--- config.mk ---
export PLATFORM = sky130hd
export DESIGN_NAME = adc_sched
export DESIGN_NICKNAME = d
export VERILOG_FILES = /design/src/rtl/adc_sched.sv
export SDC_FILE = /design/constraint.sdc
export NUM_CORES = 1
export LEC_CHECK = 0
export CAP_MARGIN = 20
export CORE_MARGIN = 10
export CORE_UTILIZATION = 30
export DETAILED_ROUTE_END_ITERATION = 12
export PLACE_DENSITY_LB_ADDON = 0.25
export SLEW_MARGIN = 20
export SYNTH_ARGS = -nofsm -noshare
export SYNTH_HDL_FRONTEND = slang
export SYNTH_SLANG_ARGS = --single-unit
--- constraint.sdc ---
create_clock -name clk_in -period 5 [get_ports clk_in]
set_input_delay 0.5 -clock clk_in [delete_from_list [all_inputs] [get_ports clk_in]]
set_output_delay 0.5 -clock clk_in [all_outputs]
set_load 0.02 [all_outputs]
--- src/rtl/adc_sched.sv ---
// Conversion scheduler: periodic cstart generation, per-channel result capture
// and round-robin serialization onto a single valid/ready stream.
module adc_sched #(
  parameter int W_DATA   = 18,
  parameter int N_CHAN   = 6,
  parameter int W_PERIOD = 16,
  parameter int W_CHAN   = 3
) (
  input  logic                clk_in,
  input  logic                n_reset_in,
  input  logic                enable_in,
  input  logic [W_PERIOD-1:0] period_in,
  input  logic [N_CHAN-1:0]   chan_en_in,
  input  logic [N_CHAN-1:0]   data_valid_in,
  input  logic [W_DATA-1:0]   data_a_in,
  input  logic [W_DATA-1:0]   data_b_in,
  input  logic                ovr_clr_in,
  input  logic                ready_in,
  output logic                cstart_out,
  output logic [W_DATA-1:0]   data_out,
  output logic [W_CHAN-1:0]   chan_out,
  output logic                valid_out,
  output logic [N_CHAN-1:0]   overrun_out,
  output logic                skip_out,
  output logic                cycle_done_out
);

  logic [W_PERIOD-1:0] cnt_q, cnt_d;
  logic [W_PERIOD-1:0] per_eff;
  logic                tc, trig_go;
  logic [N_CHAN-1:0]   pend_q, pend_d, pend_keep;
  logic                done_q, done_d;
  logic [N_CHAN-1:0]   full_q, full_d;
  logic [W_DATA-1:0]   hold_q [N_CHAN];
  logic [W_DATA-1:0]   hold_d [N_CHAN];
  logic [N_CHAN-1:0]   ovr_q, ovr_d, ovr_set;
  logic                vld_q, vld_d;
  logic [W_DATA-1:0]   dout_q, dout_d;
  logic [W_CHAN-1:0]   chan_q, chan_d;
  logic [W_CHAN-1:0]   rr_q, rr_d;

  logic [N_CHAN-1:0]   cap, avail;
  logic                free, found, take;
  logic [W_CHAN-1:0]   sel;
  logic [W_DATA-1:0]   dout_sel, word;
  int                  idx;

  // Timer and trigger / pending bookkeeping
  always_comb begin
    per_eff   = (period_in < W_PERIOD'(2)) ? W_PERIOD'(2) : period_in;
    tc        = enable_in && (cnt_q == per_eff - W_PERIOD'(1));
    cnt_d     = (!enable_in || tc) ? '0 : cnt_q + W_PERIOD'(1);
    cap       = data_valid_in & chan_en_in;
    trig_go   = tc && (pend_q == '0);
    pend_keep = pend_q & ~data_valid_in & chan_en_in;
    pend_d    = trig_go ? chan_en_in : pend_keep;
    // Only a capture that empties pending counts; a pure mask release does not.
    done_d    = (pend_q != '0) && (pend_keep == '0) && ((pend_q & cap) != '0);
  end

  // Round-robin search over held words plus words arriving this cycle
  always_comb begin
    free  = !vld_q || ready_in;
    avail = full_q | cap;
    found = 1'b0;
    sel   = '0;
    idx   = 0;
    for (int k = 0; k < N_CHAN; k++) begin
      idx = int'(rr_q) + k;
      if (idx >= N_CHAN) idx = idx - N_CHAN;
      if (!found && avail[idx]) begin
        found = 1'b1;
        sel   = W_CHAN'(idx);
      end
    end
    take = free && found;
  end

  always_comb begin
    full_d   = full_q;
    ovr_set  = '0;
    dout_sel = '0;
    word     = '0;
    for (int i = 0; i < N_CHAN; i++) begin
      hold_d[i] = hold_q[i];
      word      = (i < N_CHAN/2) ? data_a_in : data_b_in;
      if (take && (sel == W_CHAN'(i))) begin
        // Held word leaves first; a same-cycle arrival refills the slot.
        dout_sel  = full_q[i] ? hold_q[i] : word;
        full_d[i] = full_q[i] && cap[i];
        if (cap[i]) hold_d[i] = word;
      end else if (cap[i]) begin
        hold_d[i]  = word;
        full_d[i]  = 1'b1;
        ovr_set[i] = full_q[i];
      end
    end
    ovr_d = (ovr_q & ~{N_CHAN{ovr_clr_in}}) | ovr_set;
  end

  always_comb begin
    vld_d  = vld_q;
    dout_d = dout_q;
    chan_d = chan_q;
    rr_d   = rr_q;
    if (free) begin
      vld_d = found;
      if (found) begin
        dout_d = dout_sel;
        chan_d = sel;
        rr_d   = (sel == W_CHAN'(N_CHAN-1)) ? '0 : sel + W_CHAN'(1);
      end
    end
  end

  always_ff @(posedge clk_in or negedge n_reset_in) begin
    if (!n_reset_in) begin
      cnt_q  <= '0;
      pend_q <= '0;
      done_q <= 1'b0;
      full_q <= '0;
      ovr_q  <= '0;
      vld_q  <= 1'b0;
      dout_q <= '0;
      chan_q <= '0;
      rr_q   <= '0;
      for (int i = 0; i < N_CHAN; i++) hold_q[i] <= '0;
    end else begin
      cnt_q  <= cnt_d;
      pend_q <= pend_d;
      done_q <= done_d;
      full_q <= full_d;
      ovr_q  <= ovr_d;
      vld_q  <= vld_d;
      dout_q <= dout_d;
      chan_q <= chan_d;
      rr_q   <= rr_d;
      for (int i = 0; i < N_CHAN; i++) hold_q[i] <= hold_d[i];
    end
  end

  assign cstart_out     = trig_go;
  assign skip_out       = tc && (pend_q != '0);
  assign cycle_done_out = done_q;
  assign data_out       = dout_q;
  assign chan_out       = chan_q;
  assign valid_out      = vld_q;
  assign overrun_out    = ovr_q;

endmodule

# Yosys cells after proc, flatten, opt, wreduce, memory -nomap -nowiden
# Index checks and enable logic that the tools add are counted.
# op_classes
addsub,14
n_reduce_logical,44
muxes,76
eq_ne,6
n_lt_le_gt_ge,13
bitwise,9
# ops
cell,n
18-bit 2-to-1 mux,12
32-bit by 5-bit less-than comparator with 1-bit output (second input constant),6
32-bit 2-to-1 mux,6
1-bit 2-to-1 mux,42
16-bit 2-to-1 mux,2
6-bit bitwise AND,5
4-bit by 3-bit subtractor with 5-bit output (second input constant),5
1-bit logical AND,23
3-bit 2-to-1 mux,7
4-bit by 3-bit >= comparator with 1-bit output (second input constant),5
1-bit binary-select mux with 3-bit select,6
16-bit by 1-bit adder with 16-bit output (second input constant),1
16-bit == test,1
16-bit by 2-bit less-than comparator with 1-bit output (second input constant),1
16-bit by 1-bit subtractor with 16-bit output (second input constant),1
6-bit zero test,2
6-bit NOT,2
6-bit bitwise OR,2
2-bit nonzero test,6
6-bit nonzero test,2
3-bit by 2-bit adder with 4-bit output (second input constant),2
3-bit by 3-bit adder with 4-bit output (second input constant),2
1-bit zero test,7
3-bit by 2-bit == test with 1-bit output (second input constant),2
other kinds (10),12
# totals
in_bits,69
ff_bits,168

# Longest topological paths before layout
# depth
depth_word,29
mapped_depth,24
ltp_nobuf,21

# Worst setup path before layout
# No wires, ideal clock.
# synth_path
path_type,register to register
startpoint,register rr_q[0]
endpoint,"register dout_q[6], in the netlist data_out[6]"
synth_period_minus_slack_ns,5.292
stages_incl_launch_ff,24
setup_slack_ns,-0.292
arrival_ns,5.159
setup_time_ns,0.133
path_cell_list,dfrtp_1 clkbuf_1 inv_1 ha_1 clkinv_1 ha_1 a2111oi_0 a2bb2oi_1 mux2_2 mux2_2 or3_1 nor3b_1 o31ai_1 inv_1 ha_1 clkbuf_1 inv_1 nand2_1 clkbuf_1 o22ai_1 nor2_1 a21oi_1 a21oi_1 o211ai_1
# synth_between
elab_chain_cells,29
# synth_lines
item,line_no,source
"start, declared",40,"logic [W_CHAN-1:0] rr_q, rr_d;"
"start signal, assigned",137,rr_q <= rr_d;
branches (longest 20 deep; another with 4-bit by 3-bit subtractor with 5-bit output),n/a,
3-bit 2-to-1 mux *,71,if (!found && avail[idx]) begin
via sel[0],44,logic [W_CHAN-1:0] sel;
3-bit zero test,87,if (take && (sel == W_CHAN'(i))) begin
1-bit logical AND,87,
18-bit 2-to-1 mux (5 in a row),87,
18-bit 2-to-1 mux *,87,
"end signal, assigned",135,dout_q <= dout_d;
"end, declared",38,"logic [W_DATA-1:0] dout_q, dout_d;"
# Mark *: on every way through the listed nets, which the timed path passes. The select of a mux whose other input is x is not followed.
# A chain may end at the register's enable or synchronous reset.

# Worst setup path after layout
# layout_path
startpoint,input period_in[10]
endpoint,output skip_out
# layout_between
elab_chain_cells,6
# layout_lines
item,line_no,source
"start, declared",12,"input logic [W_PERIOD-1:0] period_in,"
16-bit by 2-bit less-than comparator with 1-bit output,50,per_eff = (period_in < W_PERIOD'(2)) ? W_PERIOD'(2) : period_in;
16-bit 2-to-1 mux *,50,
16-bit by 1-bit subtractor with 16-bit output *,51,tc = enable_in && (cnt_q == per_eff - W_PERIOD'(1));
16-bit == test *,51,
1-bit logical AND *,51,
1-bit logical AND *,143,assign skip_out = tc && (pend_q != '0);
"end, declared",24,"output logic skip_out,"
# Every way passes the cells marked *; elsewhere a longest branch is shown, timed or not.

==> results.py <==
metrics = {
    "global_routing": {
        "grt_pass1_wl_mm": 48.5,
        "grt_pass1_vias": 8320,
        "grt_max_degree": 169,
        "grtUsageTotal_pct": 14.6,
        "antenna_found_initial": 0,
        "grt_overflow": 0,
    },
    "setup_path": {
        "critPathLaunchType": "input port",
        "crit_family": "buffers and inverters",
        "worstSetupPathType": "input port to primary output",
        "end_kind": "primary output",
        "slowest_delay_ps": 550,
        "crit_slowest_cell": "or4_1",
        "crit_top_cell": "buf_4",
        "crit_chain": "clkdlybuf4s50_1 > nor4_1 > buf_4 > nand3_1 > buf_4 > nor2_1 > nor2_1 > ha_1 > nor3b_2 > buf_4 > xnor2_1 > a21oi_1 > a32oi_1 > or4_1 > a2111oi_2 > buf_4 > nand2_1 > nor2_1 > clkdlybuf4s15_1",
        "crit_arrival_ps": 4280,
        "worstPathRequired_ps": 4500,
        "path_buf_inv": 6,
        "cp_max_fo": 7,
    },
    "clocking": {
        "cts.sinks": 168,
        "post_cts_buffers": 0,
        "cts_tree": "yes",
        "root_buffer": "clkbuf_16",
        "htreeDepth": 4,
        "clk_pin_slew_ps": 70,
        "clk_latency_ps": 440,
        "cts_buffer_depth": 2,
        "cts_buffers": 17,
    },
    "place": {
        "io_buffers": 99,
        "dpl.hpwl_mm": 21.0,
        "pre_cts_slack_ps": -177,
        "dpl.cell_count": 1542,
        "dpl_cell_area_mm2": 0.0121,
        "place.gp.congestion": 0.841,
    },
    "timing": {
        "fin_ws_ps": 218,
        "fin_setup_tns_ps": 0,
        "worst_pin_slew_ps": 1070,
        "fin_crit_ps": 4780,
        "rsz0062_at_grt": "true",
        "setup_violations": 0,
        "min_period_over_period_pct": 95.6,
        "drv_slew": 0,
        "final.setup_skew_ps": 12.3,
        "hold_violations": 0,
        "slew-limit-headroom_pct": 28.7,
        "clock.fmax_ghz": 0.209,
    },
    "power_and_ir_drop": {
        "p_switching_w": 0.00445,
        "pwr-share-comb_pct": 66.2,
        "power_density_mw_per_mm2": 725,
        "intPower_w": 0.00474,
        "swShare_pct": 48.4,
        "total_power_w": 0.00919,
        "p_seq_share_pct": 19.5,
        "ir_drop_v": 0.000668,
        "clock_power_share_pct": 14.3,
        "p_leak_nw": 5.57,
    },
    "synth": {
        "synth_top_area_share_pct": 40.9,
        "synthDistinctLibCells": 82,
        "yosys.cell_count.top_type": "dfrtp_1",
        "synth_edf_count": 0,
        "synth_ff_type": "dfrtp_1",
        "synth.yosys.seq_area_share_pct": 40.9,
        "netlist_instances": 994,
        "syn_nets": 1079,
        "ys_async_sr_fraction_pct": 100,
        "synth_area_mm2": 0.0103,
        "syn_avg_cell_area_um2": 10.3,
        "netlist_top_cells_count": "168 x dfrtp_1, 114 x mux2_2, 111 x mux2i_1",
        "ys_top_cells_by_area": "dfrtp_1 41%, mux2_2 12%, mux2i_1 11%",
        "synth-seq-cells": 168,
        "synth_area_leader_cell": "dfrtp_1",
        "yosys_warnings": 0,
    },
    "floorplan": {
        "die_h_um": 205,
        "core_area_mm2": 0.0337,
        "die-area_mm2": 0.0421,
        "rows": 67,
        "ioPinCount": 100,
        "start_util_pct": 30.5,
        "die_w_um": 205,
    },
    "route": {
        "ant_nets": 0,
        "viasPerCell": 5.26,
        "drc_errors": 0,
        "wirelength_mm": 30.4,
        "routed-via-count": 8283,
        "dr.pass1.iters": 5,
        "wl_per_cell_um": 19.3,
        "drtIter0Drc": 529,
    },
    "run_status": {
        "status": "finished, final reports clean",
    },
    "min_path": {
        "hp-class": "input port to async pin",
    },
    "final_layout": {
        "fill_cells": 3428,
        "fin_nets": 1198,
        "drive_gt1_share_pct": 22.4,
        "stdcell_count": 1574,
        "diodes": 0,
        "stdcell_area_mm2": 0.0127,
        "synthToLayoutAreaGrowth_pct": 23.3,
    },
    "run": {
        "drv_cap": 0,
    },
}
[layout make-up]
| cell class | count | area [um2] | area share (%) |
|---|---|---|---|
| Clock buffer | 18 | 439 | 3.46 |
| Clock inverter | 14 | 141 | 1.12 |
| Inverter | 18 | 68.8 | 0.543 |
| Multi-Input combinational cell | 740 | 5720 | 45.1 |
| Sequential cell | 168 | 4200 | 33.2 |
| Tap cell | 448 | 561 | 4.42 |
| Timing Repair Buffer | 168 | 1540 | 12.2 |
[what timing repair did]
item,4_1_cts,5_1_grt
resized for setup,3,10
pin swaps,0,2
hold buffers,0,0
gates cloned,0,0
endpoints found under the setup margin,2,24
[per-layer routing]
layer,share of wire [%],vias to the layer above,track usage (%)
met1,48,4144,19.9
met2,46,170,22.8
met4,1.8,0,4.36
met3,4.2,27,3.22
met5,0,-,0
li1,-,3942,-
[state kept, by name (all words and copies together), names as in the netlist]
register        flops
chan_out            3
cnt_q              16
cycle_done_out      1
data_out           18
full_q              6
hold_q            108
overrun_out         6
pend_q              6
rr_q                3
valid_out           1
[power by group through the flow]
stage | clock network, W | logic, W | registers (W)
after floorplan | 0 | 0.00388 | 0.00187
after global placement | 0 | 0.00600 | 0.00182
after detailed placement | 0 | 0.00607 | 0.00182
after CTS | 0.00136 | 0.00609 | 0.00180
after global routing | 0.00141 | 0.00671 | 0.00183
final | 0.00132 | 0.00609 | 0.00179
[metrics by stage]
step | hold WS [ps] | util (%)
3_3_place_gp | 482 | 35.8
5_1_grt | 299 | 37.6
4_1_cts | 282 | 37.6
6_report | 197 | 37.6
2_1_floorplan | 204 | -
3_5_place_dp | 483 | 35.8
[cell usage in the layout, fill, tap and decap left out, types with 17 or more instances in the layout]
cell / n
o22ai_1: 21
mux2i_1: 110
nand4_1: 20
nand2_1: 29
buf_4: 66
nand3_1: 21
o211ai_1: 19
a21oi_1: 105
clkdlybuf4s50_1: 96
nor2_1: 61
dfrtp_1: 168
xnor2_1: 23
clkbuf_16: 17
mux2_2: 114
a2bb2oi_1: 18
o21ai_0: 27
[final timing paths]
| check | start | endpoint | slack (ps) | cells after the start |
|---|---|---|---|---|
| setup / recovery | period_in[10] | skip_out | 220 | 19 |
| hold / removal | n_reset_in | hold_q[101]$_DFFE_PN0P_ | 200 | 2 |
| min in group clk_in | overrun_out[2]$_DFF_PN0_ | overrun_out[2]$_DFF_PN0_ | 500 | 1 |
| setup reg to reg | rr_q[0]$_DFFE_PN0P_ | data_out[16]$_DFFE_PN0P_ | 230 | 17 |
| max in group asynchronous | n_reset_in | pend_q[4]$_DFF_PN0_ | 4040 | 2 |
| hold reg to reg | overrun_out[2]$_DFF_PN0_ | overrun_out[2]$_DFF_PN0_ | 500 | 1 |
[cell families (layout without fill, tap and decap cells)]
group,Yosys count,count (layout),share of synthesized area (%)
compound gates,262,262,16.4
xor+xnor,38,38,3.24
fa+ha+maj,18,18,2.14
buf+inv,86,218,3.82
flops,168,168,40.9
mux,225,225,23.3
simple gates,197,197,10.2
Note: power is estimated with default switching activity, not from simulation.
